`src/rtl/display_write_bridge_pkg.sv`:
```
package display_write_bridge_pkg;

  typedef enum logic {
    OP_WR  = 1'b0,
    OP_CLR = 1'b1
  } op_e;

  localparam logic [2:0] OFF_DIGITS_LO = 3'd0;
  localparam logic [2:0] OFF_DIGITS_HI = 3'd2;
  localparam logic [2:0] OFF_MASK      = 3'd4;
  localparam logic [2:0] OFF_CLEAR     = 3'd6;

  typedef enum logic [1:0] {
    ST_IDLE,
    ST_ISSUE,
    ST_GAPW
  } state_e;

  localparam logic [31:0] DISP_BASE_DEFAULT = 32'hFFFF_FC00;

  typedef struct packed {
    op_e         op;
    logic [2:0]  offset;
    logic [15:0] data;
  } entry_t;

  localparam int unsigned ENTRY_W = $bits(entry_t);

endpackage

```
`src/rtl/display_write_bridge_fifo.sv`:
```
module bridge_fifo #(
  parameter int unsigned DEPTH = 4,
  parameter int unsigned WIDTH = 20
) (
  input  logic                       clock,
  input  logic                       reset,
  input  logic                       push,
  input  logic [WIDTH-1:0]           push_data,
  input  logic                       pop,
  output logic [WIDTH-1:0]           pop_data,
  output logic                       full,
  output logic                       empty,
  output logic [$clog2(DEPTH):0]     count
);

  localparam int unsigned AW = $clog2(DEPTH);
  localparam int unsigned CW = AW + 1;

  logic [WIDTH-1:0] mem_q [DEPTH];
  logic [AW-1:0]    wr_ptr_q, wr_ptr_d;
  logic [AW-1:0]    rd_ptr_q, rd_ptr_d;
  logic [CW-1:0]    count_q, count_d;
  logic             do_push, do_pop;

  always_comb begin
    full     = (count_q == CW'(DEPTH));
    empty    = (count_q == '0);
    do_push  = push & ~full;
    do_pop   = pop & ~empty;
    wr_ptr_d = wr_ptr_q + AW'(do_push);
    rd_ptr_d = rd_ptr_q + AW'(do_pop);
    count_d  = count_q + CW'(do_push) - CW'(do_pop);
    pop_data = mem_q[rd_ptr_q];
    count    = count_q;
  end

  always_ff @(posedge clock or negedge reset) begin
    if (!reset) begin
      wr_ptr_q <= '0;
      rd_ptr_q <= '0;
      count_q  <= '0;
    end else begin
      wr_ptr_q <= wr_ptr_d;
      rd_ptr_q <= rd_ptr_d;
      count_q  <= count_d;
    end
  end

  always_ff @(posedge clock) begin
    if (do_push) begin
      mem_q[wr_ptr_q] <= push_data;
    end
  end

endmodule

```
`src/rtl/display_write_bridge.sv`:
```
module display_write_bridge
  import display_write_bridge_pkg::*;
#(
  parameter int unsigned DEPTH = 4,
  parameter int unsigned GAP   = 2,
  parameter logic [31:0] BASE  = DISP_BASE_DEFAULT
) (
  input  logic        clock,
  input  logic        reset,
  input  logic [31:0] Cpu_addr,
  input  logic [31:0] Cpu_wdata,
  input  logic        Cpu_write,
  output logic        Cpu_stall,
  output logic        Disp_select,
  output logic        Disp_write_enable,
  output logic [2:0]  Disp_address,
  output logic [15:0] Disp_write_data,
  output logic [2:0]  Pending,
  output logic        Err
);

  localparam int unsigned CW = $clog2(DEPTH) + 1;
  localparam int unsigned GW = (GAP > 1) ? $clog2(GAP) : 1;

  logic          hit, wr_store, clr_store, queue_store, odd_store;
  logic          full, empty, pop, ready;
  logic [CW-1:0] count;
  entry_t        push_entry, head;
  logic [ENTRY_W-1:0] head_bits;
  logic          unused_wdata_hi;

  state_e        state_q, state_d;
  logic [GW-1:0] gap_q, gap_d;
  logic          armed_q, armed_d;
  logic          sel_q, sel_d;
  logic          we_q, we_d;
  logic [2:0]    addr_q, addr_d;
  logic [15:0]   data_q, data_d;
  logic          err_q, err_d;

  assign unused_wdata_hi = ^Cpu_wdata[31:16];

  always_comb begin
    hit         = Cpu_write & (Cpu_addr[31:3] == BASE[31:3]);
    wr_store    = Cpu_addr[2:0] inside {OFF_DIGITS_LO, OFF_DIGITS_HI, OFF_MASK};
    clr_store   = (Cpu_addr[2:0] == OFF_CLEAR);
    queue_store = hit & (wr_store | clr_store);
    odd_store   = hit & Cpu_addr[0];
    push_entry.op     = clr_store ? OP_CLR : OP_WR;
    push_entry.offset = Cpu_addr[2:0];
    push_entry.data   = Cpu_wdata[15:0];
  end

  assign Cpu_stall = queue_store & full;

  bridge_fifo #(
    .DEPTH (DEPTH),
    .WIDTH (ENTRY_W)
  ) u_fifo (
    .clock     (clock),
    .reset     (reset),
    .push      (queue_store),
    .push_data (push_entry),
    .pop       (pop),
    .pop_data  (head_bits),
    .full      (full),
    .empty     (empty),
    .count     (count)
  );

  assign head = entry_t'(head_bits);

  // The pop decision is taken in the last idle cycle so the next ISSUE follows
  // the gap directly, giving one pulse every GAP+1 cycles.
  always_comb begin
    state_d = state_q;
    gap_d   = gap_q;
    armed_d = armed_q;
    sel_d   = armed_q;
    we_d    = 1'b0;
    addr_d  = addr_q;
    data_d  = data_q;
    err_d   = err_q | odd_store;
    pop     = 1'b0;
    ready   = 1'b0;

    unique case (state_q)
      ST_IDLE: begin
        ready = 1'b1;
      end
      ST_ISSUE: begin
        if (GAP == 0) begin
          ready   = 1'b1;
          state_d = ST_IDLE;
        end else begin
          gap_d   = '0;
          state_d = ST_GAPW;
        end
      end
      ST_GAPW: begin
        if (gap_q == GW'(GAP - 1)) begin
          ready   = 1'b1;
          state_d = ST_IDLE;
        end else begin
          gap_d = gap_q + GW'(1);
        end
      end
      default: state_d = ST_IDLE;
    endcase

    if (ready && !empty) begin
      pop     = 1'b1;
      state_d = ST_ISSUE;
      if (head.op == OP_CLR) begin
        sel_d = 1'b0;
      end else begin
        we_d    = 1'b1;
        sel_d   = 1'b1;
        armed_d = 1'b1;
        addr_d  = head.offset;
        data_d  = head.data;
      end
    end
  end

  always_ff @(posedge clock or negedge reset) begin
    if (!reset) begin
      state_q <= ST_IDLE;
      gap_q   <= '0;
      armed_q <= 1'b0;
      sel_q   <= 1'b0;
      we_q    <= 1'b0;
      addr_q  <= '0;
      data_q  <= '0;
      err_q   <= 1'b0;
    end else begin
      state_q <= state_d;
      gap_q   <= gap_d;
      armed_q <= armed_d;
      sel_q   <= sel_d;
      we_q    <= we_d;
      addr_q  <= addr_d;
      data_q  <= data_d;
      err_q   <= err_d;
    end
  end

  assign Disp_select       = sel_q;
  assign Disp_write_enable = we_q;
  assign Disp_address      = addr_q;
  assign Disp_write_data   = data_q;
  assign Pending           = 3'(count);
  assign Err               = err_q;

endmodule
```
`config.mk`:
```
export PLATFORM = sky130hd
export DESIGN_NAME = display_write_bridge
export DESIGN_NICKNAME = d
export VERILOG_FILES = /design/src/rtl/display_write_bridge_pkg.sv /design/src/rtl/display_write_bridge_fifo.sv /design/src/rtl/display_write_bridge.sv
export SDC_FILE = /design/constraint.sdc
export NUM_CORES = 1
export LEC_CHECK = 0
export BUFFER_PORTS_ARGS = -buffer_cell sky130_fd_sc_hd__buf_2
export CAP_MARGIN = 20
export CORE_UTILIZATION = 40
export CTS_BUF_LIST = sky130_fd_sc_hd__clkbuf_8
export DETAILED_ROUTE_END_ITERATION = 10
export PLACE_DENSITY = 0.7
export SYNTH_ARGS = -nofsm -noshare
export SYNTH_HDL_FRONTEND = slang
export SYNTH_SLANG_ARGS = --single-unit
```
`constraint.sdc`:
```
create_clock -name clock -period 9.7 [get_ports clock]
set_input_delay 1.455 -clock clock [delete_from_list [all_inputs] [get_ports clock]]
set_output_delay 1.455 -clock clock [all_outputs]
set_load 0.02 [all_outputs]
```
==> After elaboration in Yosys (flattened, before gate mapping) <==
Memories as Yosys holds them, arrays and structs flattened.
Cells that the tools add are included.
{ "word_totals": {"reg_bits": 33, "ram_bits": 80, "inputBits": 67, "out_inout_bits": 26, "word_cells": 60, "memories": 1} }
{ "op_classes": {"n_addsub": 5, "eq_ne": 9, "n_mux": 14, "bitwise_logic": 11, "reduce_logical": 9} }
{ "mem_list": {"columns": ["memory", "depth", "width", "rd", "rd_ports_with_merged_regs", "wr", "line", "source"], "rows": [
  ["u_fifo.mem_q", 4, 20, 1, 0, 1, "display_write_bridge_fifo.sv:19", "logic [WIDTH-1:0] mem_q [DEPTH];"]
]} }
{ "op_table": {"columns": ["op", "count"], "rows": [
  ["$eq 29x29->1 const B", 1],
  ["$eq 3x3->1 const B", 3],
  ["$mux 1", 9],
  ["$and 1x1->1", 6],
  ["$logic_not 3->1", 2],
  ["$pmux 2 s3", 1],
  ["$add 2x1->2", 2],
  ["$mux 2", 2],
  ["$pmux 1 s2", 2],
  ["$reduce_and 2->1", 2],
  ["$add 3x1->3", 1],
  ["$eq 3x2->1 const B", 1],
  ["$ne 3x3->1 const B", 1],
  ["$not 1->1", 3],
  ["$reduce_bool 3->1", 1],
  ["$sub 3x1->3", 1],
  ["$eq 2x1->1 const B", 1],
  ["$eq 2x2->1 const B", 1],
  ["$logic_not 2->1", 1],
  ["$ne 2x2->1 const B", 1],
  ["$or 1x1->1", 2],
  ["$reduce_bool 2->1", 1],
  ["$add 1x1->1 const B", 1],
  ["$logic_and 1x1->1", 1],
  ["$logic_not 1->1", 1]
]} }

==> Longest topological paths before layout <==
Gate-level depths: netlist of the first run.
{ "logic_depth": {"depth_word": 7, "depth_mapped": 11, "depth_no_buf": 11} }

==> Modules after synthesis <==
From an unflattened synthesis of the first run, not the netlist that was laid out.
{ "unflattened": {"hier_cells": 220, "area_unflattened_um2": 4426.7} }
{ "by_module_without_submodules": {"columns": ["mod", "n_inst", "cells_per_inst", "area_each_um2", "seq_area_each_um2"], "rows": [
  ["bridge_fifo", 1, 135, 3284.4, 2577.5],
  ["display_write_bridge", 1, 85, 1142.3, 650.6]
]} }

==> Worst setup path before layout of the first run <==
Ideal clock, no wire load.
{ "synth_path": {"kind": "in2reg", "start": "input port Cpu_addr[4]", "end": "memory u_fifo.mem_q[0][0] (enable)", "arrival_ns": 4.650, "t_required_ns": 9.252, "path_slack_ns": 4.602, "cell_stages": 4, "path_buffers": 1, "cell_sequence": "or4_1 or4_1 buf_2 nor4_1"} }
{ "synth_between": {"elab_chain_len": 6} }
{ "synth_lines": {"columns": ["item", "line", "source"], "rows": [
  ["from (decl)", "display_write_bridge.sv:10", "input logic [31:0] Cpu_addr,"],
  ["$eq 29x29->1", "display_write_bridge.sv:44", "hit = Cpu_write & (Cpu_addr[31:3] == BASE[31:3]);"],
  ["$and 1x1->1", "display_write_bridge.sv:44", null],
  ["$and 1x1->1", "display_write_bridge.sv:47", "queue_store = hit & (wr_store | clr_store);"],
  ["$and 1x1->1", "display_write_bridge_fifo.sv:28", "do_push = push & ~full;"],
  ["$mux 1", "display_write_bridge_fifo.sv:50", "if (do_push) begin"],
  ["$mux 1 (not written as such)", "display_write_bridge_fifo.sv:51", "mem_q[wr_ptr_q] <= push_data;"],
  ["to (decl)", "display_write_bridge_fifo.sv:19", null]
]} }
Every way passes these cells.

==> Worst setup path after layout of the first run <==
{ "layout_path": {"start": "input port Cpu_addr[4]", "end": "output port Cpu_stall"} }
{ "layout_between": {"elab_chain_len": 4} }
{ "layout_lines": {"columns": ["item", "line", "source"], "rows": [
  ["$eq 29x29->1", "display_write_bridge.sv:44", null],
  ["$and 1x1->1", "display_write_bridge.sv:44", null],
  ["$and 1x1->1", "display_write_bridge.sv:47", null],
  ["$and 1x1->1", "display_write_bridge.sv:54", "assign Cpu_stall = queue_store & full;"],
  ["to (decl)", "display_write_bridge.sv:13", "output logic Cpu_stall,"]
]} }
Every way passes these cells.

==> results.py, run 1 <==
metrics = {
    "timing": {
        "layout_setup_ws_ns": 5.026,
        "clock-skew-final_ns": 0.01747,
        "finalHoldViolCount": 0,
        "grt_setup_unrepaired": "no",
        "max_clock_freq_mhz": 213.9,
        "setup_viol_count_final": 0,
        "worst_slew_margin_rel_pct": 34.49,
        "drv_slew": 0,
        "final.setup.tns_ns": 0,
        "finalCritPeriodShare_pct": 48.19,
        "tightestPinTransition_ns": 0.9826,
        "post-route-min-period_ns": 4.674,
    },
    "setup_path": {
        "cp_cell_sequence": "buf_2 -> or4_1 -> or4_1 -> nor4_1 -> buf_2",
        "critical_path.max_fanout": 7,
        "timing.critical_path.from": "Cpu_addr[4]",
        "worst_path_largest_cell_delay_ns": 0.70,
        "setup.worst_path.start_class": "input port",
        "r2r-start": "state_q[0]",
        "worst_r2r_path_depth": 11,
        "worst_setup_path_end_kind": "primary output",
        "cpMaxStageDelayCell": "or4_1",
        "cp.arrival_ns": 3.22,
        "timing_worst_setup_path_type": "in -> out",
        "regToRegEndpoint": "u_fifo.count[2]",
        "worst-endpoint-required_ns": 8.25,
        "regToRegSetupSlack_ns": 7.29,
    },
    "logic_synthesis": {
        "synth_cells": 217,
        "postSynthNetCount": 292,
        "synth_area_per_cell_um2": 20.04,
        "synth.distinct_cells": 33,
        "combined_area_of_all_synthesized_cells_mm2": 0.004348,
        "synth-seq-area-share_pct": 74.24,
        "synth-seq-cells": 113,
        "ys_warn_count": 0,
    },
    "flow_run": {
        "drv_cap": 0,
    },
    "die": {
        "core_area_mm2": 0.01042,
        "die_area_mm2": 0.01129,
        "die_height_um": 106.3,
        "floorplan.die.width_um": 106.3,
        "floorplan.io_pins": 93,
        "std_cell_rows": 37,
        "start_util_pct": 41.74,
    },
    "outcome": {
        "outcome": "complete, no violations",
    },
    "grt": {
        "grt_use_total_pct": 14.92,
        "globalRoute.totalOverflow": 0,
        "maximum_number_of_pins_on_one_net_before_global_route_repair": 34,
        "via_count_of_the_first_global_routing_pass": 2384,
        "antenna_found_initial": 0,
        "grt_pass1_wl_um": 12170,
    },
    "cells_and_area": {
        "syn2layout_area_growth_pct": 22.82,
        "num-nets-final": 385,
        "antenna_cells_inserted": 0,
        "final_cells": 459,
        "fillerInstances": 837,
        "final_common_cell": "edfxtp_1",
        "finish.utilization_pct": 51.27,
        "layout_common_cells": "edfxtp_1 (80), buf_2 (76), dfrtp_1 (33)",
        "drive_above_1_share_pct": 47.06,
    },
    "route": {
        "remaining_drc_errors": 0,
        "first_iter_violations": 97,
        "post_drt_wl_per_cell_um": 16.43,
        "post_drt_via_cell_ratio": 4.928,
        "drt_pre_antenna_iters": 5,
        "antenna_violating_nets_post_route": 0,
        "detailroute.via_count": 2262,
        "totalWireLength_um": 7541,
    },
    "cts": {
        "cell_at_the_root_of_the_clock_tree": "clkbuf_8",
        "clkLatencyLatePin_ns": 0.41,
        "clock_tree.buffer_depth": 2,
        "ctsHtreeMaxLevel": 4,
        "cts.hold.buffers_added": 0,
        "clkTransAtPathRegs_ns": 0.06,
        "tritoncts.num_buffers": 17,
        "clock_sinks": 113,
        "tritoncts": "yes",
        "cts.repair_timing.setup_buffer_count": 0,
        "postCtsResizedCells": 0,
    },
    "place": {
        "place_congestion": 0.6565,
        "place_inst": 427,
        "place_ws_ns": 5.021,
        "buffer_ports.inserted": 76,
        "hpwlAfterDp_um": 4738,
    },
    "power": {
        "total_power_mw": 1.029,
        "vdd.ir_drop.worst_mv": 0.09385,
        "powerDensity_mw_per_mm2": 192.6,
        "leakage_power_summed_over_all_cells_nw": 2.178,
    },
    "worst_hold_path": {
        "min_path_type": "reg -> reg",
        "worst_hold_path.endpoint": "Err",
        "hold_path_startpoint": "Err",
        "hold-path-cell-count": 2,
    },
}
==> routing by layer <==
metal,vias up,GRT usage [%],share of wire (%)
met1,1134,18.38,41
met2,67,24.21,52
met5,-,0,0
li1,1055,-,-
met3,6,5.457,5.8
met4,0,5.258,0.78
==> logic make-up (layout without fill, tap and decap cells) <==
logic type	count (synthesis)	count (layout)	synth area share [%]
buffers and inverters	16	122	1.525
AND/OR/NAND/NOR	29	29	4.375
XOR/XNOR	4	4	0.8059
AO/OA/AOI/OAI	6	6	0.7769
adder cells (fa/ha/maj)	8	8	2.475
flip-flops	113	113	74.24
multiplexers	41	41	15.80
==> through the flow <==
step	area (um^2)	hold WS, ns
final	5340	0.4616
after global routing	5340	0.4914
after CTS	5340	0.4635
after detailed placement	4937	0.4484
after global placement	4937	0.4405
after floorplan	4348	0.4265
==> where the power goes <==
part | switching, mW | total [mW] | internal, mW
clock network | 0.166 | 0.434 | 0.268
logic | 0.0335 | 0.0578 | 0.0243
registers | 0.00586 | 0.537 | 0.531
==> sequential cells by signal (all words and copies together), names as in the netlist, 2 cells and up <==
name,cells
u_fifo.mem_q,80
Disp_write_data,16
Disp_address,3
u_fifo.count,3
state_q,2
u_fifo.rd_ptr_q,2
u_fifo.wr_ptr_q,2
==> synth_stat cells <==
cell type | n | area (um^2)
edfxtp_1 | 80 | 2402
dfrtp_1 | 33 | 825.8
mux4_2 | 20 | 450.4
mux2_2 | 18 | 202.7
inv_1 | 8 | 30.03
ha_1 | 7 | 87.58
nor4_1 | 6 | 37.54
buf_2 | 5 | 25.02
mux2_1 | 3 | 33.78
nand4_1 | 3 | 18.77
nand4b_1 | 3 | 26.28
o21ai_0 | 3 | 15.01
or4_1 | 3 | 22.52
clkbuf_1 | 2 | 7.510
nand3b_1 | 2 | 15.01
nor3_1 | 2 | 10.01
xnor2_1 | 2 | 17.52
xor2_1 | 2 | 17.52
a21oi_1 | 1 | 5.000
and3_1 | 1 | 6.260
buf_1 | 1 | 3.750
fa_1 | 1 | 20.02
nand2_1 | 1 | 3.750
nand2b_1 | 1 | 6.260
nand3_1 | 1 | 5.000
nor2_1 | 1 | 3.750
nor2b_1 | 1 | 6.260
nor3b_1 | 1 | 7.510
o22ai_1 | 1 | 6.260
o31ai_1 | 1 | 7.510
or2_1 | 1 | 6.260
or3_1 | 1 | 6.260
or3b_2 | 1 | 8.760
==> area by class of cell <==
cell class | instances | area (um^2) | share of cell area (%)
repair buffers | 82 | 425.4 | 7.966
clock buffers | 20 | 275.3 | 5.155
flip-flops and latches | 113 | 3228 | 60.45
multi-input cells | 88 | 1084 | 20.29
inverters | 8 | 30.03 | 0.5623
clock inverters | 12 | 127.6 | 2.390
well taps | 136 | 170.2 | 3.187
==> critical path: cells and delay by family <==
| family | cells | cell delay [ns] |
|---|---|---|
| simple gates | 3 | 1.46 |
| buf+inv | 2 | 0.31 |
==> worst max path at each step <==
stage	cells past startpoint	slack (ns)	to
CTS	5	5.02	Cpu_stall
detailed placement	5	5.02	Cpu_stall
global route	5	4.90	Cpu_stall
floorplan	4	4.60	u_fifo.mem_q[0][0]
finish	5	5.03	Cpu_stall
global placement	5	5.04	Cpu_stall
Power figures use the tool's default switching activity.
==> inputs of run 2 (changes only) <==
--- a/config.mk
+++ b/config.mk
@@ -5,12 +5,13 @@
 export SDC_FILE = /design/constraint.sdc
 export NUM_CORES = 1
 export LEC_CHECK = 0
+export ABC_AREA = 1
 export BUFFER_PORTS_ARGS = -buffer_cell sky130_fd_sc_hd__buf_2
 export CAP_MARGIN = 20
 export CORE_UTILIZATION = 40
 export CTS_BUF_LIST = sky130_fd_sc_hd__clkbuf_8
 export DETAILED_ROUTE_END_ITERATION = 10
-export PLACE_DENSITY = 0.7
+export PLACE_DENSITY = 0.72
 export SYNTH_ARGS = -nofsm -noshare
 export SYNTH_HDL_FRONTEND = slang
 export SYNTH_SLANG_ARGS = --single-unit
==> constraint.sdc (replaced) <==
create_clock -name clock -period 3.8 [get_ports clock]
set_input_delay 0.57 -clock clock [delete_from_list [all_inputs] [get_ports clock]]
set_output_delay 0.57 -clock clock [all_outputs]
set_load 0.02 [all_outputs]
==> run 2 against run 1 <==
  * Critical path depth increased by 8
  * First-iteration DRC count increased by 110%
  * Register-to-register slack worse by 6.0 ns
  * Final area grew 3.0%
  * Total power rose to 2.8 times the previous value
  * Area after synthesis grew 5.5%
  * Global-route usage rose by 1.7 points
  * Die area is 5.4% higher
  * Non-clock buffer count up 2
  * Worst hold slack worse by 0.24 ns
  * Cell count up 44%
  * Critical endpoint is now u_fifo.count[2]
==> results.py, run 2 <==
metrics = {
    "logic_synthesis": {
        "synth.most_common_cell": "nand2_1",
        "postSynthNetCount": 496,
        "ys_top_cells_by_count": "nand2_1 (111), nor2_1 (90), edfxtp_1 (80)",
        "synth_enable_flop_cells": 80,
        "ys_warn_count": 0,
        "synth_area_per_cell_um2": 10.90,
        "synth.distinct_cells": 21,
        "synth.top_cell.area_share_pct": 52.36,
        "synthFlopType": "edfxtp_1",
        "synth-seq-area-share_pct": 70.36,
        "synth-seq-cells": 113,
        "synth.largest_area_cell": "edfxtp_1",
        "synth_cells": 421,
        "combined_area_of_all_synthesized_cells_mm2": 0.004588,
        "synth_top_cells_by_area": "edfxtp_1 (52%), dfrtp_1 (18%), nand2_1 (9.1%)",
        "synth-async-reset-ratio_pct": 29.20,
    },
    "route": {
        "antenna_violating_nets_post_route": 0,
        "remaining_drc_errors": 0,
        "first_iter_violations": 206,
        "drt_pre_antenna_iters": 4,
        "totalWireLength_um": 8968,
        "detailroute.via_count": 3098,
        "post_drt_wl_per_cell_um": 13.55,
        "post_drt_via_cell_ratio": 4.680,
    },
    "cts": {
        "ctsHtreeMaxLevel": 4,
        "clkTransAtPathRegs_ns": 0.06,
        "tritoncts": "yes",
        "cts.repair_timing.setup_buffer_count": 0,
        "postCtsResizedCells": 0,
        "tritoncts.num_buffers": 17,
        "clock_tree.buffer_depth": 2,
        "cell_at_the_root_of_the_clock_tree": "clkbuf_8",
        "clock_sinks": 113,
        "cts.hold.buffers_added": 0,
        "clkLatencyLatePin_ns": 0.41,
    },
    "place": {
        "place_inst": 629,
        "buffer_ports.inserted": 76,
        "place_ws_ns": 1.328,
        "hpwlAfterDp_um": 5719,
        "place_congestion": 0.7087,
    },
    "timing": {
        "final.setup.tns_ns": 0,
        "max_clock_freq_mhz": 405.6,
        "worst_slew_margin_rel_pct": 50.35,
        "clock-skew-final_ns": 0.008367,
        "setup_viol_count_final": 0,
        "grt_setup_unrepaired": "no",
        "drv_slew": 0,
        "finalHoldViolCount": 0,
        "tightestPinTransition_ns": 0.7448,
        "post-route-min-period_ns": 2.465,
        "layout_setup_ws_ns": 1.335,
        "finalCritPeriodShare_pct": 64.88,
    },
    "die": {
        "die_height_um": 109.1,
        "floorplan.io_pins": 93,
        "floorplan.die.width_um": 109.1,
        "die_area_mm2": 0.01190,
        "std_cell_rows": 38,
        "start_util_pct": 41.59,
        "core_area_mm2": 0.01103,
    },
    "outcome": {
        "outcome": "complete, no violations",
    },
    "grt": {
        "antenna_found_initial": 1,
        "grt_use_total_pct": 16.62,
        "via_count_of_the_first_global_routing_pass": 3148,
        "maximum_number_of_pins_on_one_net_before_global_route_repair": 43,
        "globalRoute.totalOverflow": 0,
        "grt_pass1_wl_um": 14590,
        "groute.layer.met2.usage_pct": 28.66,
        "use_met3_pct": 5.798,
        "global_route_met1_utilization_pct": 18.34,
        "grt_most_used_layer": "met2",
    },
    "power": {
        "leakage_power_summed_over_all_cells_nw": 2.511,
        "powerDensity_mw_per_mm2": 532.1,
        "vdd.ir_drop.worst_mv": 0.2104,
    },
    "setup_path": {
        "worst-endpoint-required_ns": 4.14,
        "critical_path.max_fanout": 4,
        "worst_setup_path_end_kind": "flop",
        "cp.arrival_ns": 2.80,
        "setup.worst_path.start_class": "flop",
        "timing_worst_setup_path_type": "reg -> reg",
    },
    "cells_and_area": {
        "fillerInstances": 992,
        "max_flop_register": "u_fifo.mem_q",
        "syn2layout_area_growth_pct": 19.93,
        "final_common_cell": "nand2_1",
        "flip_flop_count_of_the_largest_register_all_copies_and_words_added": 80,
        "layout_common_cells": "nand2_1 (111), nor2_1 (90), edfxtp_1 (80)",
        "final_cells": 662,
        "num-nets-final": 583,
        "drive_above_1_share_pct": 21.50,
    },
    "worst_hold_path": {
        "min_path_type": "in -> async",
    },
    "flow_run": {
        "drv_cap": 0,
    },
}
[run 2: cell count changes in the layout (fill, tap and decap cells not counted), moves of 3 or more]
| cell | before | now |
|---|---|---|
| or4_1 | 3 | 0 |
| nor2_1 | 1 | 90 |
| mux4_2 | 20 | 0 |
| inv_1 | 14 | 32 |
| nand4b_1 | 3 | 0 |
| nand2_1 | 1 | 111 |
| mux2_2 | 18 | 0 |
| nor4_2 | 4 | 0 |
| o21ai_0 | 3 | 45 |
| mux2_1 | 3 | 0 |
[run 2: routing by layer]
| metal | up-vias | wire (um) |
|---|---|---|
| met5 | - | 0 |
| met4 | 0 | 150 |
| met3 | 11 | 605 |
| met2 | 70 | 4659 |
| met1 | 1465 | 3552 |
| li1 | 1552 | - |
[run 2: kinds of logic after synthesis]
group,share of synthesized area [%]
DFF,70.36
and+or+nand+nor,17.15
buffers and inverters,4.309
adders and majority gates,2.345
xor gates and xnor gates,0.7637
AOI/OAI and AO/OA,5.072
[run 2: path summary, 6_finish.rpt]
path	startpoint	end	slack [ns]	depth (start not counted)
worst max-delay path	state_q[0]	u_fifo.count[2]	1.33	13
worst min-delay path	reset	Disp_write_data[3]	0.22	1
worst max register to register	state_q[0]	u_fifo.count[2]	1.33	13
worst min register to register	armed_q	armed_q	0.45	2
max in group asynchronous	reset	u_fifo.rd_ptr_q[0]	3.10	1
min in group clock	Cpu_wdata[4]	u_fifo.mem_q[1][4]	0.37	1
[run 2: worst max-delay path, stage by stage, from the launching register on]
cell and delay [ns]:
dfrtp_1 0.38, inv_1 0.10, ha_1 0.18, inv_1 0.05, o21ai_0 0.12, o21ai_0 0.15, inv_1 0.19, ha_1 0.26
inv_1 0.05, ha_1 0.13, inv_1 0.05, fa_1 0.37, xnor2_1 0.19, xor2_1 0.16
[run 2: cell type report]
class,instances,area [um^2],share of cell area (%)
clock inverters,13,131.4,2.387
repair buffers,84,440.4,8.004
well taps,140,175.2,3.183
flip-flops and latches,113,3228,58.66
inverters,27,101.3,1.842
diodes,1,2.502,0.04548
clock buffers,19,261.5,4.752
multi-input cells,265,1162,21.12
[run 2: metrics by stage]
stage,util (%),area [um^2],hold slack (ns),power [mW]
finish,49.89,5503,0.2191,2.928
global route,49.86,5500,0.2580,3.052
CTS,49.86,5500,0.2243,2.957
detailed placement,46.30,5107,0.4401,1.863
global placement,46.30,5107,0.4337,1.851
floorplan,-,4588,0.2744,1.703
[run 2: where the power goes]
group / total (mW) / internal [mW] / switching (mW)
Clock: 1.09 / 0.663 / 0.430
Sequential: 1.47 / 1.42 / 0.0480
Combinational: 0.365 / 0.128 / 0.237
